**src/rtl/regfile_wb_arbiter_pkg.sv**
```systemverilog
// Shared widths, source indices and arbitration defaults for the register-file
// writeback arbiter.
package regfile_wb_arbiter_pkg;

    localparam int unsigned XLEN       = 64;
    localparam int unsigned REG_AW     = 5;
    localparam int unsigned NSRC       = 3;
    localparam int unsigned STARVE_MAX = 4;

    localparam int unsigned SRC_LSU = 0;
    localparam int unsigned SRC_MDU = 1;
    localparam int unsigned SRC_ALU = 2;

endpackage

```
**src/rtl/regfile_wb_arbiter_wb_prio_arbiter.sv**
```systemverilog
// Fixed-priority one-hot arbiter with per-source starvation counters that
// promote a long-waiting source above the fixed order.
module wb_prio_arbiter #(
    parameter int unsigned NSRC       = regfile_wb_arbiter_pkg::NSRC,
    parameter int unsigned STARVE_MAX = regfile_wb_arbiter_pkg::STARVE_MAX
) (
    input  logic            clk,
    input  logic            rst_n,
    input  logic [NSRC-1:0] valid_i,
    input  logic            stall_i,
    output logic [NSRC-1:0] grant_o
);

    localparam int unsigned CW = $clog2(STARVE_MAX + 1);

    logic [CW-1:0]   cnt_q [NSRC];
    logic [CW-1:0]   cnt_d [NSRC];
    logic [NSRC-1:0] starved;

    always_comb begin
        grant_o = '0;
        starved = '0;
        for (int i = 0; i < NSRC; i++) begin
            starved[i] = valid_i[i] && (cnt_q[i] == CW'(STARVE_MAX));
        end
        // x & -x isolates the lowest set bit.
        if (!stall_i) begin
            if (|starved) grant_o = starved & (~starved + NSRC'(1));
            else          grant_o = valid_i & (~valid_i + NSRC'(1));
        end
    end

    always_comb begin
        for (int i = 0; i < NSRC; i++) begin
            cnt_d[i] = cnt_q[i];
            if (!valid_i[i] || grant_o[i]) begin
                cnt_d[i] = '0;
            end else if (cnt_q[i] != CW'(STARVE_MAX)) begin
                cnt_d[i] = cnt_q[i] + CW'(1);
            end
        end
    end

    always_ff @(posedge clk or negedge rst_n) begin
        if (!rst_n) begin
            for (int i = 0; i < NSRC; i++) cnt_q[i] <= '0;
        end else begin
            for (int i = 0; i < NSRC; i++) cnt_q[i] <= cnt_d[i];
        end
    end

endmodule

```
**src/rtl/regfile_wb_arbiter.sv**
```systemverilog
// Serialises writeback results from several producers onto the single register
// file write port through a registered output stage.
module regfile_wb_arbiter #(
    parameter int unsigned XLEN       = regfile_wb_arbiter_pkg::XLEN,
    parameter int unsigned NSRC       = regfile_wb_arbiter_pkg::NSRC,
    parameter int unsigned STARVE_MAX = regfile_wb_arbiter_pkg::STARVE_MAX
) (
    input  logic                                      clk,
    input  logic                                      rst_n,
    input  logic [NSRC-1:0]                           s_valid,
    output logic [NSRC-1:0]                           s_ready,
    input  logic [NSRC*regfile_wb_arbiter_pkg::REG_AW-1:0] s_rd,
    input  logic [NSRC*XLEN-1:0]                      s_data,
    input  logic                                      wb_stall,
    output logic                                      wen,
    output logic [regfile_wb_arbiter_pkg::REG_AW-1:0] waddr,
    output logic [XLEN-1:0]                           wdata,
    output logic [31:0]                               pending_mask,
    output logic [63:0]                               wb_count
);
    import regfile_wb_arbiter_pkg::*;

    logic [NSRC-1:0]   grant;
    logic [REG_AW-1:0] sel_rd;
    logic [XLEN-1:0]   sel_data;
    logic              xfer;
    logic              wr;

    logic              wen_q;
    logic [REG_AW-1:0] waddr_q;
    logic [XLEN-1:0]   wdata_q;
    logic [63:0]       wb_count_q;

    wb_prio_arbiter #(
        .NSRC       (NSRC),
        .STARVE_MAX (STARVE_MAX)
    ) u_arb (
        .clk     (clk),
        .rst_n   (rst_n),
        .valid_i (s_valid),
        .stall_i (wb_stall),
        .grant_o (grant)
    );

    assign s_ready = grant;

    always_comb begin
        sel_rd   = '0;
        sel_data = '0;
        for (int i = 0; i < NSRC; i++) begin
            if (grant[i]) begin
                sel_rd   = s_rd[i*REG_AW +: REG_AW];
                sel_data = s_data[i*XLEN +: XLEN];
            end
        end
    end

    assign xfer = |(s_valid & grant);
    // Writes to x0 complete the handshake but never reach the port.
    assign wr   = xfer && (sel_rd != '0);

    always_ff @(posedge clk or negedge rst_n) begin
        if (!rst_n) begin
            wen_q      <= 1'b0;
            waddr_q    <= '0;
            wdata_q    <= '0;
            wb_count_q <= '0;
        end else begin
            wen_q <= wr;
            if (wr) begin
                waddr_q    <= sel_rd;
                wdata_q    <= sel_data;
                wb_count_q <= wb_count_q + 64'd1;
            end
        end
    end

    always_comb begin
        pending_mask = '0;
        for (int i = 0; i < NSRC; i++) begin
            if (s_valid[i]) pending_mask[s_rd[i*REG_AW +: REG_AW]] = 1'b1;
        end
        if (wen_q) pending_mask[waddr_q] = 1'b1;
        pending_mask[0] = 1'b0;
    end

    assign wen      = wen_q;
    assign waddr    = waddr_q;
    assign wdata    = wdata_q;
    assign wb_count = wb_count_q;

endmodule
```
**config.mk**
```make
export PLATFORM = sky130hd
export DESIGN_NAME = regfile_wb_arbiter
export DESIGN_NICKNAME = d
export VERILOG_FILES = /design/src/rtl/regfile_wb_arbiter_pkg.sv /design/src/rtl/regfile_wb_arbiter_wb_prio_arbiter.sv /design/src/rtl/regfile_wb_arbiter.sv
export SDC_FILE = /design/constraint.sdc
export NUM_CORES = 1
export LEC_CHECK = 0
export CORE_UTILIZATION = 40
export DETAILED_ROUTE_END_ITERATION = 10
export MAX_ROUTING_LAYER = met4
export PLACE_DENSITY = 0.84
export RECOVER_POWER = 100
export SETUP_SLACK_MARGIN = 0.15
export SYNTH_ARGS = -nofsm -noshare
export SYNTH_HDL_FRONTEND = slang
export SYNTH_HIERARCHICAL = 1
export SYNTH_SLANG_ARGS = --single-unit
```
**constraint.sdc**
```tcl
create_clock -name clk -period 4.55 [get_ports clk]
set_clock_uncertainty 0.05 [all_clocks]
set_input_delay 0.455 -clock clk [delete_from_list [all_inputs] [get_ports clk]]
set_output_delay 0.455 -clock clk [all_outputs]
set_load 0.05 [all_outputs]
```
==> results of run 1 <==
worst register-to-register path: stages (launching register included):
cell and delay, ps:
dfrtp_1 390, inv_1 60, ha_1 260, and3_1 310, o22a_2 260, nor3_2 600
a21oi_1 160, a22o_1 260, and4b_1 240, a2111oi_4 350, clkbuf_1 620, nand3_1 250
xnor2_1 180
cell usage in the layout (no fill, tap or decap), types with 9 or more instances in the layout:
| cell | count |
|---|---|
| nand3_1 | 45 |
| nand4_1 | 23 |
| a22oi_1 | 72 |
| nand3b_1 | 12 |
| clkdlybuf4s50_1 | 210 |
| dlygate4sd3_1 | 170 |
| nor2_1 | 97 |
| dfrtp_1 | 143 |
| and3_1 | 14 |
| clkbuf_16 | 17 |
| a221o_1 | 9 |
| nand2_1 | 109 |
| a21oi_1 | 84 |
| nor3b_1 | 9 |
| nor4_1 | 10 |
| o221ai_1 | 22 |
| xnor2_1 | 45 |
| buf_4 | 13 |
| inv_1 | 23 |
| xor2_1 | 19 |
| o21ai_0 | 73 |
| nor3_1 | 13 |
| o22ai_1 | 10 |
sequential cells by signal (all words and copies together), names as in the netlist:
signal       cells
wb_count        64
wdata           64
u_arb/cnt_q      9
waddr            5
wen              1
report_power, final:
| part | switching, uW | internal [uW] | leakage [uW] |
|---|---|---|---|
| clock | 599 | 847 | 0.000301 |
| combinational | 1110 | 550 | 0.00353 |
| sequential | 154 | 1440 | 0.00192 |
| total | 1860 | 2840 | 0.00575 |
final cells by class:
class / count / area, um^2
repair buffers: 398 / 3950
fillers: 1751 / 7450
clock inverters: 14 / 173
inverters: 23 / 86.3
flip-flops and latches: 143 / 3580
clock buffers: 18 / 439
multi-input cells: 746 / 4480
well taps: 270 / 338
logic make-up after synthesis:
family                     count (synthesis)  synth area share
adders and majority gates                  7            0.0104
buffers and inverters                     93            0.0467
xor gates and xnor gates                  64            0.0664
DFF                                      143             0.424
and+or+nand+nor                          380             0.225
AOI/OAI and AO/OA                        292             0.225
muxes                                      2           0.00237
other                                      1          0.000444
Yosys cell counts, drive strengths merged, types with 3 or more instances:
library cell and number:
o21ai 74, a22oi 72, a22o 4, nor2b 3, a21oi 84, xor2 19, a221o 9, clkbuf 44
inv 23, and3b 8, buf 26, o221ai 22, o22ai 10, nand3 46, or3 6, nor3 17
and2 8, nor2 97, xnor2 45, dfrtp 143, nand2 109, ha 7, and3 16, and4 5
nor3b 9, nand4 24, nand3b 12, nor4 10, or3b 4
through the flow:
| step | area [um^2] | hold WS (ps) | cells | util | power [uW] |
|---|---|---|---|---|---|
| after floorplan | 8450 | 109 | 982 | - | 2580 |
| after global routing | 13000 | 442 | 1612 | 0.637 | 4890 |
| after CTS | 13100 | 433 | 1612 | 0.638 | 4800 |
| after detailed placement | 12500 | 397 | 1579 | 0.608 | 3350 |
| final | 13000 | 419 | 1612 | 0.637 | 4700 |
| after global placement | 12500 | 401 | 1579 | 0.608 | 3330 |
routing by layer:
layer	wire length, um	vias to the layer above	track usage
met5	0	-	-
met4	605	0	0.0794
met3	2010	39	0.0472
met2	15500	399	0.486
met1	12700	4363	0.374
li1	-	4274	-
worst max path at each step:
stage                    to  cells after the start
2_1_floorplan  wb_count[43]                     14
3_3_place_gp   wb_count[11]                     12
3_5_place_dp    wb_count[4]                     12
4_1_cts        wb_count[14]                     13
5_1_grt        wb_count[57]                     13
6_report       wb_count[43]                     12
==> qor.yml, run 1 <==
timing:
  slew_headroom: -1.07
  tns_ps: 0
  min_period_ps: 4090
  fmax_ghz: 0.244
  period_share: 0.900
  setup_slack_ps: 456
  hold_viol: 0
  worst_pin_slew_ps: 3100
  slew_viol_final: 56
  rsz0062_at_grt: "false"
  setup_violations: 0
worst_setup_path:
  cp_slowest_cell: "clkbuf_1"
  critPathTopFamily: "simple AND/OR/NAND/NOR gates"
  cp-start-kind: "flop"
  critPathKind: "reg2reg"
  worstPathArrival_ps: 4350
  r2r-end: "wb_count[43]"
  reg2reg_depth: 12
  cpPeakStageDelay_ps: 610
  cp_max_fo: 15
  worstPathCellList: "inv_1 > ha_1 > and3_1 > o22a_2 > nor3_2 > a21oi_1 > a22o_1 > and4b_1 > a2111oi_4 > clkbuf_1 > nand3_1 > xnor2_1"
  crit_required_ps: 4800
  regToRegSetupSlack_ps: 460
  critPathCaptureType: "flop"
  startpoint: "u_arb/cnt_q[0]"
  r2r-start: "u_arb/cnt_q[0]"
  path_buf_inv: 2
synthesis:
  ys_seq_area_frac: 0.424
  synth_ff_type: "dfrtp_1"
  yosysUniqueCellTypes: 60
  asyncSetResetFlopFracSynth: 1.00
  yosysWarningCount: 6
  syn_area_per_cell_um2: 8.60
  synth_edf_count: 0
  netlist_instances: 982
  syn_nets: 1202
  yosys-top-cells-area: "dfrtp_1, a22oi_1, a21oi_1"
  yosysTopAreaCellShare: 0.424
  synth-seq-cells: 143
  synth_area_um2: 8450
  yosysTopAreaCell: "dfrtp_1"
floorplan:
  die_w_um: 147
  ios: 382
  std_cell_rows: 52
  core_area_um2: 20500
  start_util: 0.412
  die_h_um: 147
  dieArea_um2: 21700
clock_network:
  clk_latency_ps: 420
  tritoncts: "built"
  cts_buffer_depth: 2
  cts.sinks: 143
  cts.repair.resized: 0
  root_buffer: "clkbuf_16"
  clk_pin_slew_ps: 60
  h-tree-depth: 4
  cts_buffers: 17
  cts_setup_buffers: 0
  cts-hold-fix-buffers: 1
placement:
  io_buffer_count: 380
  pre_cts_ws_ps: 389
  place.gp.congestion: 0.971
  hpwl_mm: 23.6
pwr:
  peakVddDrop_uv: 178
  power_density_nw_per_um2: 360
  leakage_uw: 0.00575
global_route:
  grt.overflow.total: 0
  grt_max_degree: 94
  grt_pass1_vias: 8751
  grt_pass1_wl_mm: 48.2
  antenna_found_initial: 0
  grtUsageTotal: 0.295
drt:
  viasPerCell: 5.63
  ant_nets: 0
  routed_wl_mm: 30.8
  wl_per_cell_um: 19.1
  drt_iter0_drc: 606
  drc_errors: 0
  vias: 9075
  drtPass1Iterations: 7
layout:
  nets: 1549
  drive_gt1_frac: 0.0477
  area.growth.synth_to_final_pct: 54.5
  antennaDiodeCount: 0
worst_hold_path:
  hold_end: "wdata[50]"
  hp-class: "reg2reg"
  holdPathStages: 2
  hold_start: "wdata[50]"
outcome:
  violations: "capacitance limit, slew limit"
  status: "finished with violations"
job:
  maxCapViolations: 1
No activity file was read; power rests on OpenSTA's default activity.
==> run 2: changes to the inputs <==
Settings changed: CELL_PAD_IN_SITES_DETAIL_PLACEMENT set to 0, CELL_PAD_IN_SITES_GLOBAL_PLACEMENT set to 1, CORE_ASPECT_RATIO set to 2, CORE_UTILIZATION 40 to 30, PLACE_DENSITY 0.84 to 0.87.
==> run 2 against run 1 <==
  * Non-clock buffer count is 1 higher
  * Register-to-register slack better by 410 ps
  * Sequential cell count stayed put
  * First-iteration DRC count is 11% lower
  * Sequential share of layout area is 0.18 points lower
  * The flow still finishes with violations (capacitance limit, slew limit)
  * Die area is 33% higher
  * Count of clock-buffer cells in the layout is 6 higher
==> qor.yml, run 2 (synthesis gave the netlist of run 1 again) <==
outcome:
  status: "finished with violations"
  violations: "capacitance limit, slew limit"
pwr:
  combPwrFrac: 0.358  # +0.005
  pwr-share-clk: 0.296  # -0.012
  switchingPower_uw: 1800  # -3.1%
  peakVddDrop_uv: 296  # +66%
  swShare: 0.390  # -0.00577
  power_density_nw_per_um2: 352  # -2.3%
  intPower_uw: 2820  # -0.69%
  leakage_uw: 0.00575  # about the same
  seqPwrFrac: 0.346  # +0.007
worst_setup_path:
  cp_max_fo: 44  # +29
  critPathTopFamily: "buffers and inverters"
  worstPathArrival_ps: 3380  # -970 ps
  cp-start-kind: "primary input"
  cpPeakStageDelay_ps: 940  # +330 ps
  critPathCaptureType: "primary output"
  crit_top_cell: "dlygate4sd3_1"
  worstPathCellList: "dlygate4sd3_1 > and3_1 > o22a_2 > nor3_1 > buf_4 > dlygate4sd3_1"
  path_buf_inv: 3  # +1
  critPathKind: "in2out"
  cp_slowest_cell: "dlygate4sd3_1"
  crit_required_ps: 4050  # -750 ps
global_route:
  grtUsageTotal: 0.242  # -0.0530
  antenna_found_initial: 1  # +1
  grt.overflow.total: 0  # unchanged
  grt_pass1_vias: 9369  # +7.1%
  grt_max_degree: 89  # -5.3%
  grt_pass1_wl_mm: 51.5  # +6.9%
drt:
  wl_per_cell_um: 19.6  # +2.4%
  vias: 9024  # -0.56%
  drt_iter0_drc: 540  # -11%
  drtPass1Iterations: 5  # -2
  ant_nets: 0  # unchanged
  drc_errors: 0  # unchanged
  viasPerCell: 5.32  # -5.5%
  routed_wl_mm: 33.2  # +7.8%
placement:
  hpwl_mm: 25.7  # +9.0%
  place.gp.congestion: 0.957  # -1.5%
  io_buffer_count: 380  # unchanged
  placed_area_um2: 12600  # +1.1%
floorplan:
  ios: 382  # unchanged
  die_w_um: 121  # -18%
  dieArea_um2: 28900  # +33%
  core_area_um2: 27700  # +35%
  die_h_um: 239  # +62%
  start_util: 0.305  # -0.107
  std_cell_rows: 86  # +65%
timing:
  hold_viol: 0  # unchanged
  slew_headroom: -0.964  # +0.102
  tns_ps: 0  # unchanged
  worst_pin_slew_ps: 2950  # -154 ps
  slew_viol_final: 65  # +16%
  rsz0062_at_grt: "false"
  fmax_ghz: 0.257  # +5.3%
  setup_violations: 0  # unchanged
  min_period_ps: 3890  # -207 ps
  period_share: 0.854  # -0.0454
layout:
  seq_area_um2: 3580  # unchanged
  final_cell_mix: "clkdlybuf4s50_1, dlygate4sd3_1, dfrtp_1"
  final_common_cell: "clkdlybuf4s50_1"
  drive_gt1_frac: 0.0454  # -0.00227
  utilization: 0.475  # -0.162
  nets: 1550  # +0.065%
  final_area_um2: 13100  # +0.66%
  fillCellCount: 2690  # +54%
  multi_input_area_um2: 4450  # -0.53%
  area.growth.synth_to_final_pct: 55.5
clock_network:
  root_buffer: "clkbuf_16"
  clk_latency_ps: 440  # +20 ps
  h-tree-depth: 4  # unchanged
  cts_buffer_depth: 2  # unchanged
  tritoncts: "built"
  clk_pin_slew_ps: 60  # about the same
  cts_buffers: 17  # unchanged
  cts_setup_buffers: 0  # unchanged
  cts.sinks: 143  # unchanged
job:
  maxCapViolations: 1  # unchanged
worst_hold_path:
  hp-class: "reg2reg"
## run 2: per-stage QoR
step	std cells	worst slack [ps]	hold slack (ps)	total power [uW]
floorplan	982	164	109	2580
global placement	1662	749	410	3340
detailed placement	1662	695	419	3360
CTS	1695	803	432	4750
global route	1696	341	446	4840
finish	1696	663	421	4620
## run 2: worst paths after layout
path	start	endpoint	slack [ps]	cells after the start
max in group asynchronous	rst_n	wdata[47]	1010	3
worst min register to register	wdata[13]	wdata[13]	420	2
worst min-delay path	wdata[13]	wdata[13]	420	2
min in group asynchronous	rst_n	wdata[21]	1610	2
worst max register to register	u_arb/cnt_q[0]	wb_count[22]	870	13
worst max-delay path	s_valid[0]	s_ready[1]	660	6
## run 2: per-layer routing
layer  part of all wire  GRT usage
met5                  0          -
met4              0.040      0.110
met2               0.54      0.433
met1               0.37      0.249
met3              0.056     0.0521
## run 2: area by class of cell
class,count,area share
Tap cell,352,0.0335
Inverter,23,0.00657
Antenna cell,1,0.000191
Sequential cell,143,0.273
Clock buffer,24,0.0382
Multi-Input combinational cell,746,0.339
Clock inverter,8,0.00591
Timing Repair Buffer,399,0.304
## run 2: worst reg2reg max path: cells and delay by family (launching register included)
family                     cells  cell delay, ps
xor gates and xnor gates       1             150
AOI/OAI and AO/OA              3             880
adders and majority gates      1             240
and+or+nand+nor                4             920
DFF                            1             390
buffers and inverters          4             910
## run 2: power by group through the flow
stage	clock, uW	combinational, uW	sequential (uW)
detailed placement	0	1730	1630
finish	1370	1650	1600
global route	1470	1760	1620
CTS	1410	1740	1610
global placement	0	1720	1620
floorplan	0	417	2170
## run 2: repair_timing
action                                 4_1_cts  5_1_grt
endpoints found under the hold margin       33        0
resized for setup                            0        0
hold buffers                                 1        0
==> run 3: changes to the inputs <==
Settings changed: CAP_MARGIN set to 20.
==> results of run 3 <==
The final DEF is identical to that of run 2; final timing and power are the same.
